===== src/rtl/pattern_seq_detector_if.sv =====
// Configuration, serial data and status bundle of the pattern_seq_detector block.
// The block uses the slave modport, and whatever drives it uses the master modport.
interface pattern_seq_detector_if #(
  parameter int MAX_LEN = 8,
  parameter int LEN_W   = $clog2(MAX_LEN) + 1,
  parameter int CNT_W   = 8
);
  logic               cfg_load;
  logic [MAX_LEN-1:0] cfg_pattern;
  logic [LEN_W-1:0]   cfg_len;
  logic               cfg_overlap;
  logic               din_valid;
  logic               din;
  logic               cnt_clr;
  logic               detected;
  logic [CNT_W-1:0]   match_count;
  logic               cfg_err;

  modport master (
    output cfg_load, cfg_pattern, cfg_len, cfg_overlap, din_valid, din, cnt_clr,
    input  detected, match_count, cfg_err
  );

  modport slave (
    input  cfg_load, cfg_pattern, cfg_len, cfg_overlap, din_valid, din, cnt_clr,
    output detected, match_count, cfg_err
  );
endinterface


===== src/rtl/pattern_seq_detector.sv =====
// Serial bit-pattern detector with a pattern, length and overlap mode loaded at run time.
// It also provides a saturating match counter and a sticky flag for rejected loads.
module pattern_seq_detector #(
  parameter int                 MAX_LEN     = 8,
  parameter int                 LEN_W       = $clog2(MAX_LEN) + 1,
  parameter int                 CNT_W       = 8,
  parameter logic [MAX_LEN-1:0] RST_PATTERN = MAX_LEN'(8'b0000_1011),
  parameter int                 RST_LEN     = 4,
  parameter logic               RST_OVERLAP = 1'b1
) (
  input  logic                   clk,
  input  logic                   rst_n,
  pattern_seq_detector_if.slave  bus
);

  localparam logic [LEN_W-1:0] LEN_MAX  = LEN_W'(MAX_LEN);
  localparam logic [LEN_W-1:0] LEN_ONE  = LEN_W'(1);
  localparam logic [LEN_W-1:0] LEN_ZERO = {LEN_W{1'b0}};
  localparam logic [CNT_W-1:0] CNT_ONES = {CNT_W{1'b1}};
  localparam logic [CNT_W-1:0] CNT_ZERO = {CNT_W{1'b0}};
  localparam logic [CNT_W-1:0] CNT_ONE  = CNT_W'(1);

  logic [MAX_LEN-1:0] hist_r, hist_nxt_s, shifted_s;
  logic [LEN_W-1:0]   fill_r, fill_nxt_s, fill_inc_s;
  logic [MAX_LEN-1:0] pat_r, pat_nxt_s;
  logic [LEN_W-1:0]   len_r, len_nxt_s;
  logic               ovl_r, ovl_nxt_s;
  logic               detected_r, detected_nxt_s;
  logic [CNT_W-1:0]   count_r, count_nxt_s;
  logic               cfg_err_r, cfg_err_nxt_s;
  logic               accept_s, cfg_ok_s, bits_eq_s, match_s;

  // Match evaluation on the history as it will be once the current bit is shifted in.
  always_comb begin
    shifted_s  = {hist_r[MAX_LEN-2:0], bus.din};
    fill_inc_s = (fill_r >= LEN_MAX) ? LEN_MAX : (fill_r + LEN_ONE);
    accept_s   = bus.din_valid & ~bus.cfg_load;
    cfg_ok_s   = (bus.cfg_len >= LEN_ONE) && (bus.cfg_len <= LEN_MAX);
    bits_eq_s  = 1'b1;
    for (int i = 0; i < MAX_LEN; i++) begin
      // Pattern bits at or above len never take part in the compare.
      if ((LEN_W'(i) < len_r) && (shifted_s[i] != pat_r[i])) begin
        bits_eq_s = 1'b0;
      end else begin
        bits_eq_s = bits_eq_s;
      end
    end
    match_s = accept_s & (fill_inc_s >= len_r) & bits_eq_s;
  end

  // Next-state selection for the history, the configuration and the status outputs.
  always_comb begin
    hist_nxt_s     = hist_r;
    fill_nxt_s     = fill_r;
    pat_nxt_s      = pat_r;
    len_nxt_s      = len_r;
    ovl_nxt_s      = ovl_r;
    cfg_err_nxt_s  = cfg_err_r;
    count_nxt_s    = count_r;
    detected_nxt_s = match_s;

    if (bus.cfg_load) begin
      fill_nxt_s = LEN_ZERO;
      if (cfg_ok_s) begin
        pat_nxt_s     = bus.cfg_pattern;
        len_nxt_s     = bus.cfg_len;
        ovl_nxt_s     = bus.cfg_overlap;
        cfg_err_nxt_s = 1'b0;
      end else begin
        cfg_err_nxt_s = 1'b1;
      end
    end else if (accept_s) begin
      hist_nxt_s = shifted_s;
      // In non-overlap mode a match empties the history so that the next match needs len fresh bits.
      if (match_s && !ovl_r) begin
        fill_nxt_s = LEN_ZERO;
      end else begin
        fill_nxt_s = fill_inc_s;
      end
    end else begin
      hist_nxt_s = hist_r;
      fill_nxt_s = fill_r;
    end

    if (bus.cnt_clr) begin
      count_nxt_s = CNT_ZERO;
    end else if (match_s && (count_r != CNT_ONES)) begin
      count_nxt_s = count_r + CNT_ONE;
    end else begin
      count_nxt_s = count_r;
    end
  end

  // State and output registers.
  always_ff @(posedge clk or negedge rst_n) begin
    if (!rst_n) begin
      hist_r     <= {MAX_LEN{1'b0}};
      fill_r     <= LEN_ZERO;
      pat_r      <= RST_PATTERN;
      len_r      <= LEN_W'(RST_LEN);
      ovl_r      <= RST_OVERLAP;
      detected_r <= 1'b0;
      count_r    <= CNT_ZERO;
      cfg_err_r  <= 1'b0;
    end else begin
      hist_r     <= hist_nxt_s;
      fill_r     <= fill_nxt_s;
      pat_r      <= pat_nxt_s;
      len_r      <= len_nxt_s;
      ovl_r      <= ovl_nxt_s;
      detected_r <= detected_nxt_s;
      count_r    <= count_nxt_s;
      cfg_err_r  <= cfg_err_nxt_s;
    end
  end

  assign bus.detected    = detected_r;
  assign bus.match_count = count_r;
  assign bus.cfg_err     = cfg_err_r;

endmodule


===== src/flat_wrapper.sv =====
// flat-port wrapper written by rule: the top's interface ports become plain ports
module pattern_seq_detector_flat 
#(
  parameter int                 MAX_LEN     = 8,
  parameter int                 LEN_W       = $clog2(MAX_LEN) + 1,
  parameter int                 CNT_W       = 8,
  parameter logic [MAX_LEN-1:0] RST_PATTERN = MAX_LEN'(8'b0000_1011),
  parameter int                 RST_LEN     = 4,
  parameter logic               RST_OVERLAP = 1'b1
)
  (clk, rst_n, bus_cfg_load, bus_cfg_pattern, bus_cfg_len, bus_cfg_overlap, bus_din_valid, bus_din, bus_cnt_clr, bus_detected, bus_match_count, bus_cfg_err);
  pattern_seq_detector_if #(.MAX_LEN(MAX_LEN), .LEN_W(LEN_W), .CNT_W(CNT_W)) bus_i ();
  input  logic clk;
  input  logic rst_n;
  input wire logic [$bits(bus_i.cfg_load)-1:0] bus_cfg_load;
  input wire logic [$bits(bus_i.cfg_pattern)-1:0] bus_cfg_pattern;
  input wire logic [$bits(bus_i.cfg_len)-1:0] bus_cfg_len;
  input wire logic [$bits(bus_i.cfg_overlap)-1:0] bus_cfg_overlap;
  input wire logic [$bits(bus_i.din_valid)-1:0] bus_din_valid;
  input wire logic [$bits(bus_i.din)-1:0] bus_din;
  input wire logic [$bits(bus_i.cnt_clr)-1:0] bus_cnt_clr;
  output wire logic [$bits(bus_i.detected)-1:0] bus_detected;
  output wire logic [$bits(bus_i.match_count)-1:0] bus_match_count;
  output wire logic [$bits(bus_i.cfg_err)-1:0] bus_cfg_err;
  assign bus_i.cfg_load = bus_cfg_load;
  assign bus_i.cfg_pattern = bus_cfg_pattern;
  assign bus_i.cfg_len = bus_cfg_len;
  assign bus_i.cfg_overlap = bus_cfg_overlap;
  assign bus_i.din_valid = bus_din_valid;
  assign bus_i.din = bus_din;
  assign bus_i.cnt_clr = bus_cnt_clr;
  assign bus_detected = bus_i.detected;
  assign bus_match_count = bus_i.match_count;
  assign bus_cfg_err = bus_i.cfg_err;
  pattern_seq_detector #(.MAX_LEN(MAX_LEN), .LEN_W(LEN_W), .CNT_W(CNT_W), .RST_PATTERN(RST_PATTERN), .RST_LEN(RST_LEN), .RST_OVERLAP(RST_OVERLAP)) u_core (.clk(clk), .rst_n(rst_n), .bus(bus_i));
endmodule

===== config.mk =====
export PLATFORM = sky130hd
export DESIGN_NAME = pattern_seq_detector_flat
export DESIGN_NICKNAME = d
export VERILOG_FILES = /design/src/rtl/pattern_seq_detector_if.sv /design/src/rtl/pattern_seq_detector.sv /design/src/flat_wrapper.sv
export SDC_FILE = /design/constraint.sdc
export NUM_CORES = 1
export LEC_CHECK = 0
export CAP_MARGIN = 20
export CORE_ASPECT_RATIO = 1.75
export CORE_MARGIN = 1
export CORE_UTILIZATION = 50
export CTS_CLUSTER_SIZE = 8
export DETAILED_ROUTE_END_ITERATION = 6
export PLACE_DENSITY = 0.76
export SYNTH_ARGS = -nofsm -noshare
export SYNTH_HDL_FRONTEND = slang
export SYNTH_SLANG_ARGS = --single-unit

===== constraint.sdc =====
create_clock -name clk -period 3 [get_ports clk]
set_clock_uncertainty 0.2 [all_clocks]
set_input_delay 0.45 -clock clk [delete_from_list [all_inputs] [get_ports clk]]
set_output_delay 0.45 -clock clk [all_outputs]
set_load 0.03 [all_outputs]

==> impl_metrics.tcl, run 1 <==
set metrics [dict create \
    initial_core_util_pct 52.1 \
    async_reset_ff_share_pct 100 \
    antenna-diode-count 0 \
    die_y_um 79.9 \
    syn_avg_cell_area_um2 11.2 \
    clk_pin_slew_ns 0.07 \
    dr.pass1.iters 4 \
    synth_area_um2 1730 \
    ys_types 38 \
    drv_slew 0 \
    ant_nets 0 \
    p_leak_nw 0.936 \
    synth.most_common_cell "dfrtp_1" \
    layout.nets 216 \
    cts_tree "yes" \
    stdcell_area_um2 2230 \
    core_area_um2 3330 \
    ys_ff_latch 34 \
    drt-wirelength-per-cell_um 16.3 \
    synth_flop_cell "dfrtp_1" \
    clock_latency_ns 0.29 \
    place.gp.congestion 0.886 \
    hold_violations 0 \
    area_delta_synth_final_pct 28.4 \
    dp_hpwl_um 2750 \
    overflow 0 \
    hold_ws_ns 0.276 \
    worst_path_largest_cell_delay_ns 0.44 \
    ctsResizeCount 0 \
    cts_root_buffer "clkbuf_8" \
    grt_pass1_wl_um 6150 \
    synth_top_cells_by_area "dfrtp_1 42%, mux2_1 9.7%, dfstp_2 7.6%" \
    total_power_mw 1.32 \
    dieWidth_um 46.5 \
    ys_seq_area_share_pct 49.5 \
    grt_max_degree 35 \
    place_area_um2 2080 \
    vias 1302 \
    status "finished, final reports clean" \
    end_kind "flop" \
    crit_type "reg -> reg" \
    cts_htree_levels 2 \
    crit_arrival_ns 2.84 \
    fin_setup_tns_ns 0 \
    numCtsBuffers 5 \
    post-synth-top-area-cell "dfrtp_1" \
    syn_inst 155 \
    fin_util_pct 66.9 \
    synth_enable_flop_cells 0 \
    hold_class "reg -> reg" \
    io_buffers 28 \
    yosysWarningCount 0 \
    synth_top_area_share_pct 41.9 \
    finalSetupViolCount 0 \
    tightest_slew_ns 0.612 \
    drtIter0Drc 14 \
    finalWirelength_um 3850 \
    clockBufferDepth 2 \
    cp_max_fo 8 \
    antenna_found_initial 0 \
    drc 0 \
    path_cells "ha_1, xnor2_1, nor2_1, ha_1, o21a_1, nor2_1, a2111oi_4, o2111ai_4, or3_1, a21oi_1" \
    hold_buffers 0 \
    io_pins 29 \
    rows 28 \
    ir_worst_vdd_uv 463 \
    vias_per_cell 5.52 \
    synth_common_cells "29 x dfrtp_1, 15 x mux2_1, 12 x nor2_1" \
    syn-num-nets 181 \
    maxCapViolCount 0 \
    cts_setup_buffers 0 \
    cts_sinks 34 \
    period_share_pct 94.5 \
    grtUsageTotal_pct 23.4 \
    critPathSlowestCell "a2111oi_4" \
    critPathRequiredTime_ns 3.01 \
    p_per_area_nw_per_um2 591 \
    slew_headroom_pct 59.1 \
    grt_pass1_vias 1388 \
    design.die.area_um2 3710 \
    fin_crit_ns 2.83 \
    timing.fmax_mhz 353 \
    startpoint_type "flop" \
    drive_above_1_share_pct 13.6 \
]
## path summary, 6_finish.rpt
path | startpoint | endpoint | slack [ns] | cells past startpoint
max | u_core.fill_r[0]$_DFFE_PN0P_ | u_core.bus.match_count[7]$_DFFE_PN0P_ | 0.17 | 10
min | u_core.bus.cfg_err$_DFFE_PN0P_ | u_core.bus.cfg_err$_DFFE_PN0P_ | 0.28 | 1
max reg2reg | u_core.fill_r[0]$_DFFE_PN0P_ | u_core.bus.match_count[7]$_DFFE_PN0P_ | 0.17 | 10
min reg2reg | u_core.bus.cfg_err$_DFFE_PN0P_ | u_core.bus.cfg_err$_DFFE_PN0P_ | 0.28 | 1
max in group asynchronous | rst_n | u_core.ovl_r$_DFFE_PN1P_ | 1.89 | 2
min in group asynchronous | rst_n | u_core.hist_r[2]$_DFFE_PN0P_ | 0.36 | 2
## metrics by stage
step / std cells / worst slack [ns]
finish: 236 / 0.166
global route: 236 / -0.0343
CTS: 236 / 0.0254
detailed placement: 228 / 0.0462
global placement: 228 / 0.210
floorplan: 155 / 0.309
## worst max-delay path: cells and delay by family (launching register included)
| kind | cells | cell delay, ns |
|---|---|---|
| DFF | 1 | 0.42 |
| and+or+nand+nor | 3 | 0.60 |
| AOI/OAI and AO/OA | 4 | 0.96 |
| adders and majority gates | 2 | 0.45 |
| xor gates and xnor gates | 1 | 0.12 |
## layout make-up
type                            count  area [um^2]
Timing Repair Buffer               32          310
Inverter                            9         33.8
Sequential cell                    34          857
Multi-Input combinational cell    108          862
Clock inverter                      1         30.0
Tap cell                           45         56.3
Clock buffer                        7         76.3
Fill cell                         266         1100
## layout by cell type, fill, tap and decap left out, drive strengths merged, types with 2 or more instances in the layout
| master | synthesis | routed |
|---|---|---|
| o21a | 3 | 3 |
| o21ai | 5 | 5 |
| nor2 | 12 | 12 |
| ha | 7 | 7 |
| xnor2 | 3 | 3 |
| nand2 | 5 | 5 |
| buf | 3 | 4 |
| nand2b | 5 | 5 |
| xor2 | 8 | 8 |
| or3 | 5 | 5 |
| nor3 | 3 | 3 |
| a211oi | 2 | 2 |
| inv | 9 | 9 |
| clkbuf | 1 | 7 |
| a21oi | 7 | 7 |
| a2111oi | 2 | 2 |
| o211ai | 2 | 2 |
| clkdlybuf4s50 | 0 | 28 |
| mux2 | 20 | 20 |
| dfrtp | 29 | 29 |
| dfstp | 5 | 5 |
| nand3 | 6 | 6 |
## report_power, final
group | internal, mW | leakage [nW] | switching, mW
Sequential | 0.542 | 0.421 | 0.0665
Combinational | 0.151 | 0.463 | 0.145
Clock | 0.248 | 0.0524 | 0.162
Total | 0.942 | 0.936 | 0.374
## sequential cells by signal, indices dropped and copies added, names as in the netlist
name                    cells
u_core.fill_r               4
u_core.bus.cfg_err          1
u_core.pat_r                8
u_core.hist_r               7
u_core.len_r                4
u_core.bus.detected         1
u_core.bus.match_count      8
u_core.ovl_r                1
## layer usage
metal	track usage, %	wire (um)
met2	42.4	2220
met5	0	0
met1	24.0	1410
met3	4.75	141
met4	9.71	72
## logic make-up (layout without fill, tap and decap cells)
| kind of cell | after synthesis | in the layout | share of synthesized area, % |
|---|---|---|---|
| AND/OR/NAND/NOR | 40 | 40 | 11.3 |
| AO/OA/AOI/OAI | 29 | 29 | 12.1 |
| adder cells (fa/ha/maj) | 7 | 7 | 5.05 |
| buffers and inverters | 13 | 49 | 2.89 |
| flip-flops | 34 | 34 | 49.5 |
| XOR/XNOR | 11 | 11 | 5.56 |
| multiplexers | 21 | 21 | 13.6 |
Power figures use the tool's default switching activity.
==> inputs of run 2 (changes only) <==
--- a/config.mk
+++ b/config.mk
@@ -12,6 +12,7 @@
 export CTS_CLUSTER_SIZE = 8
 export DETAILED_ROUTE_END_ITERATION = 6
 export PLACE_DENSITY = 0.76
+export SETUP_SLACK_MARGIN = 0.05
 export SYNTH_ARGS = -nofsm -noshare
 export SYNTH_HDL_FRONTEND = slang
 export SYNTH_SLANG_ARGS = --single-unit
==> impl_metrics.tcl, run 2 (synthesis results as in run 1) <==
set metrics [dict create \
    seqPwrFrac_pct 46.3 \
    vias_per_cell 5.52 \
    grtUsageMet3_pct 4.75 \
    cts_htree_levels 2 \
    multiInputGateArea_um2 862 \
    cp_max_fo 8 \
    ir_worst_vdd_uv 463 \
    place.gp.congestion 0.886 \
    grt_pass1_wl_um 6130 \
    drc 0 \
    cts_sinks 34 \
    power_switching_uw 374 \
    clockPowerShare_pct 31.2 \
    maxCapViolCount 0 \
    antenna-diode-count 0 \
    drtIter0Drc 14 \
    rsz0062_at_grt "no" \
    hp-start "u_core.bus.cfg_err$_DFFE_PN0P_" \
    overflow 0 \
    io_pins 29 \
    dp_hpwl_um 2750 \
    path_cells "inv_1, ha_1, nor2b_1, ha_1, a2111oi_2, a2111oi_4, o2111ai_4, or3_1, a21oi_1" \
    n_fill_cell 266 \
    top_usage_layer "met2" \
    crit_type "reg -> reg" \
    drive_above_1_share_pct 13.6 \
    dr.pass1.iters 4 \
    end_kind "flop" \
    tightest_slew_ns 0.613 \
    final-seq-area_um2 857 \
    cts_setup_buffers 0 \
    vias 1302 \
    grtUsageMet2_pct 42.4 \
    timing.fmax_mhz 362 \
    place_area_um2 2080 \
    layout.nets 216 \
    gr-usage-met1_pct 23.9 \
    grt_max_degree 35 \
    rows 28 \
    cts_tree "yes" \
    critPathRequiredTime_ns 3.01 \
    setup_slack_ns 0.234 \
    area_delta_synth_final_pct 28.4 \
    numCtsBuffers 5 \
    stdcell_area_um2 2230 \
    hold_violations 0 \
    finalSetupViolCount 0 \
    final_cell_mix "29 x dfrtp_1, 28 x clkdlybuf4s50_1, 15 x mux2_1" \
    drv_slew 0 \
    drt-wirelength-per-cell_um 16.3 \
    fin_crit_ns 2.77 \
    sw_frac_of_total_pct 28.4 \
    io_buffers 28 \
    grt_pass1_vias 1390 \
    internal_power_uw 942 \
    cts_root_buffer "clkbuf_8" \
    clock_latency_ns 0.29 \
    slew_headroom_pct 59.0 \
    grtUsageTotal_pct 23.3 \
    combPwrFrac_pct 22.5 \
    critPathSlowestCell "dfrtp_1" \
    clk_pin_slew_ns 0.07 \
    reg2reg_from "u_core.fill_r[0]$_DFFE_PN0P_" \
    startpoint_type "flop" \
    period_share_pct 92.2 \
    p_per_area_nw_per_um2 591 \
    fin_setup_tns_ns 0 \
    design.die.area_um2 3710 \
    core_area_um2 3330 \
    finalWirelength_um 3850 \
    crit_arrival_ns 2.78 \
    die_y_um 79.9 \
    crit_buf_inv 1 \
    place_ws_ns 0.0462 \
    layout_commonest_cell "dfrtp_1" \
    initial_core_util_pct 52.1 \
    dieWidth_um 46.5 \
    clockBufferDepth 2 \
    worst_path_largest_cell_delay_ns 0.41 \
    path_delay_family "compound AO/OA/AOI/OAI gates" \
    cp-startpoint "u_core.fill_r[0]$_DFFE_PN0P_" \
    antenna_found_initial 0 \
    hold_class "reg -> reg" \
    p_leak_nw 0.937 \
    cpMostUsedCell "ha_1" \
    status "finished, final reports clean" \
    ant_nets 0 \
]
[run 2: cell counts in the layout (fill, tap and decap cells not counted)]
No cell type changed its count.
[run 2: power groups by stage]
stage | logic [mW] | registers, mW | clock network (mW)
after floorplan | 0.186 | 0.601 | 0
after global placement | 0.258 | 0.609 | 0
after detailed placement | 0.271 | 0.618 | 0
after CTS | 0.275 | 0.609 | 0.420
after global routing | 0.328 | 0.622 | 0.437
final | 0.297 | 0.609 | 0.410
[run 2: worst register-to-register path: cells and delay by family (launching register included)]
family / cells / cell delay (ns)
fa+ha+maj: 2 / 0.57
buf+inv: 1 / 0.09
simple gates: 2 / 0.55
flops: 1 / 0.41
compound gates: 4 / 0.86
[run 2: routing by layer]
| metal | up-vias | share of wire, % | routed length (um) |
|---|---|---|---|
| li1 | 617 | - | - |
| met1 | 647 | 37 | 1420 |
| met2 | 31 | 57 | 2210 |
| met3 | 7 | 3.7 | 143 |
| met4 | 0 | 1.9 | 72 |
| met5 | - | 0 | 0 |
[run 2: path summary, 6_finish.rpt]
path	endpoint	slack [ns]	cells past startpoint
max	u_core.bus.match_count[7]$_DFFE_PN0P_	0.23	9
min	u_core.bus.cfg_err$_DFFE_PN0P_	0.28	1
max reg2reg	u_core.bus.match_count[7]$_DFFE_PN0P_	0.23	9
min reg2reg	u_core.bus.cfg_err$_DFFE_PN0P_	0.28	1
max in group asynchronous	u_core.ovl_r$_DFFE_PN1P_	1.89	2
min in group asynchronous	u_core.hist_r[2]$_DFFE_PN0P_	0.36	2
[run 2: metrics by stage]
stage	utilization, %	hold WS (ns)	cells	total power [mW]
2_1_floorplan	-	-0.0456	155	0.787
3_3_place_gp	62.6	0.263	228	0.868
3_5_place_dp	62.6	0.267	228	0.889
4_1_cts	66.0	0.283	236	1.30
5_1_grt	66.9	0.315	236	1.39
6_report	66.9	0.276	236	1.32
[run 2: area by class of cell]
class	count	share of cell area [%]
Clock buffer	7	3.43
Clock inverter	1	1.35
Inverter	9	1.52
Multi-Input combinational cell	108	38.7
Sequential cell	34	38.5
Tap cell	45	2.53
Timing Repair Buffer	32	13.9
[run 2: timing repair]
action                     in CTS  in global routing
hold buffers                    0                  0
cloned                          0                  0
pin swaps                       0                  2
setup endpoints to repair       5                  8
gates resized for setup         1                  4
==> inputs of run 3 (changes only) <==
==> constraint.sdc (replaced) <==
create_clock -name clk -period 2.6 [get_ports clk]
set_clock_uncertainty 0.2 [all_clocks]
set_input_delay 0.39 -clock clk [delete_from_list [all_inputs] [get_ports clk]]
set_output_delay 0.39 -clock clk [all_outputs]
set_load 0.03 [all_outputs]
==> impl_metrics.tcl, run 3 (synthesis results as in run 1) <==
set metrics [dict create \
    setup_slack_ns -0.185 \
    whs_path_depth 1 \
    drt-wirelength-per-cell_um 16.9 \
    finalSetupViolCount 10 \
    drtIter0Drc 28 \
    place.gp.congestion 0.795 \
    dr.pass1.iters 4 \
    n_fill_cell 246 \
    cts_tree "yes" \
    design.die.area_um2 3710 \
    holdPathEnd "u_core.bus.cfg_err$_DFFE_PN0P_" \
    status "finished with violations" \
    antenna_found_initial 0 \
    path_cells "ha_2, xnor2_2, nor2_2, ha_2, o21a_1, nor2_1, a2111oi_4, o2111ai_2, buf_6, buf_6, buf_4, o21ai_2, a21oi_1" \
    dpl.cell_count 233 \
    vias 1382 \
    rsz0062_at_grt "yes" \
    rows 28 \
    dp_hpwl_um 2840 \
    dieWidth_um 46.5 \
    reg2reg_from "u_core.fill_r[1]$_DFFE_PN0P_" \
    multiInputGateArea_um2 943 \
    ant_nets 0 \
    antenna-diode-count 0 \
    hold_ws_ns 0.281 \
    tightest_slew_ns 0.433 \
    p_per_area_nw_per_um2 641 \
    layout_commonest_cell "dfrtp_1" \
    final-seq-area_um2 857 \
    die_y_um 79.9 \
    fin_crit_ns 2.79 \
    io_buffers 28 \
    drv_slew 0 \
    grtUsageTotal_pct 24.4 \
    violations "setup timing" \
    startpoint_type "flop" \
    layout.nets 226 \
    crit_type "reg -> reg" \
    worst_path_largest_cell_delay_ns 0.42 \
    clockBufferDepth 2 \
    grt_max_degree 35 \
    initial_core_util_pct 52.1 \
    final_cell_mix "29 x dfrtp_1, 28 x clkdlybuf4s50_1, 15 x mux2_1" \
    cts_sinks 34 \
    hold_violations 0 \
    drc 0 \
    p_leak_nw 0.994 \
    overflow 0 \
    clk_pin_slew_ns 0.07 \
    critPathRequiredTime_ns 2.56 \
    period_share_pct 107 \
    grt_pass1_vias 1452 \
    cts_root_buffer "clkbuf_8" \
    core_area_um2 3330 \
    critPathSlowestCell "dfrtp_1" \
    clock_latency_ns 0.29 \
    hp-start "u_core.bus.cfg_err$_DFFE_PN0P_" \
    grt_pass1_wl_um 6340 \
    drive_above_1_share_pct 25.9 \
    cts_htree_levels 2 \
    crit_arrival_ns 2.74 \
    cp-startpoint "u_core.fill_r[1]$_DFFE_PN0P_" \
    io_pins 29 \
    reg2reg_slack_ns -0.19 \
    cp_max_fo 6 \
    vias_per_cell 5.62 \
    maxCapViolCount 0 \
    fin_cells 246 \
    timing.fmax_mhz 359 \
    numCtsBuffers 5 \
    ir_worst_vdd_uv 571 \
    hold_class "reg -> reg" \
    reg2reg_depth 13 \
    slew_headroom_pct 71.1 \
    end_kind "flop" \
    area_delta_synth_final_pct 38.0 \
    r2r_end "u_core.bus.match_count[4]$_DFFE_PN0P_" \
    finalWirelength_um 4150 \
]
## run 3: cell count changes in the layout (fill, tap and decap cells not counted), moves of 2 or more
| cell | before | now |
|---|---|---|
| o21ai_1 | 5 | 2 |
| buf_4 | 4 | 10 |
| ha_1 | 7 | 4 |
| o21ai_2 | 0 | 3 |
| ha_2 | 0 | 2 |
| buf_6 | 0 | 3 |
## run 3: power breakdown
group | switching, mW | total (mW) | internal (mW)
registers | 0.0823 | 0.708 | 0.626
logic | 0.196 | 0.422 | 0.226
clock network | 0.190 | 0.403 | 0.214
total | 0.468 | 1.53 | 1.06
## run 3: through the flow
stage / cell area [um^2] / total power, mW / utilization [%] / setup WS [ns] / setup TNS (ns)
after detailed placement: 2160 / 1.06 / 65.0 / -0.145 / -0.583
after global placement: 2160 / 1.04 / 65.0 / -0.00523 / -0.00894
final: 2390 / 1.53 / 71.8 / -0.185 / -1.14
after global routing: 2390 / 1.61 / 71.8 / -0.341 / -2.90
after CTS: 2300 / 1.48 / 69.2 / -0.118 / -0.652
after floorplan: 1760 / 0.931 / - / 0.0640 / 0
## run 3: timing repair
item	in CTS	in global routing
gates resized for setup	10	12
hold buffers	0	0
setup endpoints to repair	10	12
setup buffers	3	2
endpoints found under the hold margin	0	0
pin swaps	4	11
## run 3: final cells by class
type                       count  share of cell area (%)
inverter                       9                    1.41
clock inverter                 1                   0.209
multi-input combinational    108                    39.5
tap                           45                    2.35
sequential                    34                    35.8
clock buffer                   7                    3.61
timing repair buffer          42                    17.1
## run 3: worst max path at each step
stage,to
after global placement,u_core.bus.match_count[5]$_DFFE_PN0P_
after detailed placement,u_core.bus.match_count[5]$_DFFE_PN0P_
after CTS,u_core.bus.match_count[1]$_DFFE_PN0P_
after floorplan,u_core.bus.match_count[7]$_DFFE_PN0P_
after global routing,u_core.bus.match_count[4]$_DFFE_PN0P_
final,u_core.bus.match_count[4]$_DFFE_PN0P_
## run 3: critical path: cells and delay by family (launching register included)
kind | cells | cell delay, ns
DFF | 1 | 0.42
xor gates and xnor gates | 1 | 0.13
buffers and inverters | 3 | 0.43
and+or+nand+nor | 2 | 0.21
adders and majority gates | 2 | 0.45
AOI/OAI and AO/OA | 5 | 0.81
## run 3: per-layer routing
metal  wire length (um)  track usage [%]  part of all wire (%)  up-vias
li1                   -                -                     -      639
met1               1410             23.8                    34      701
met2               2520             44.0                    61       36
met3                141             5.43                   3.4        6
met4                 78             12.6                   1.9        0
met5                  0                0                     0        -
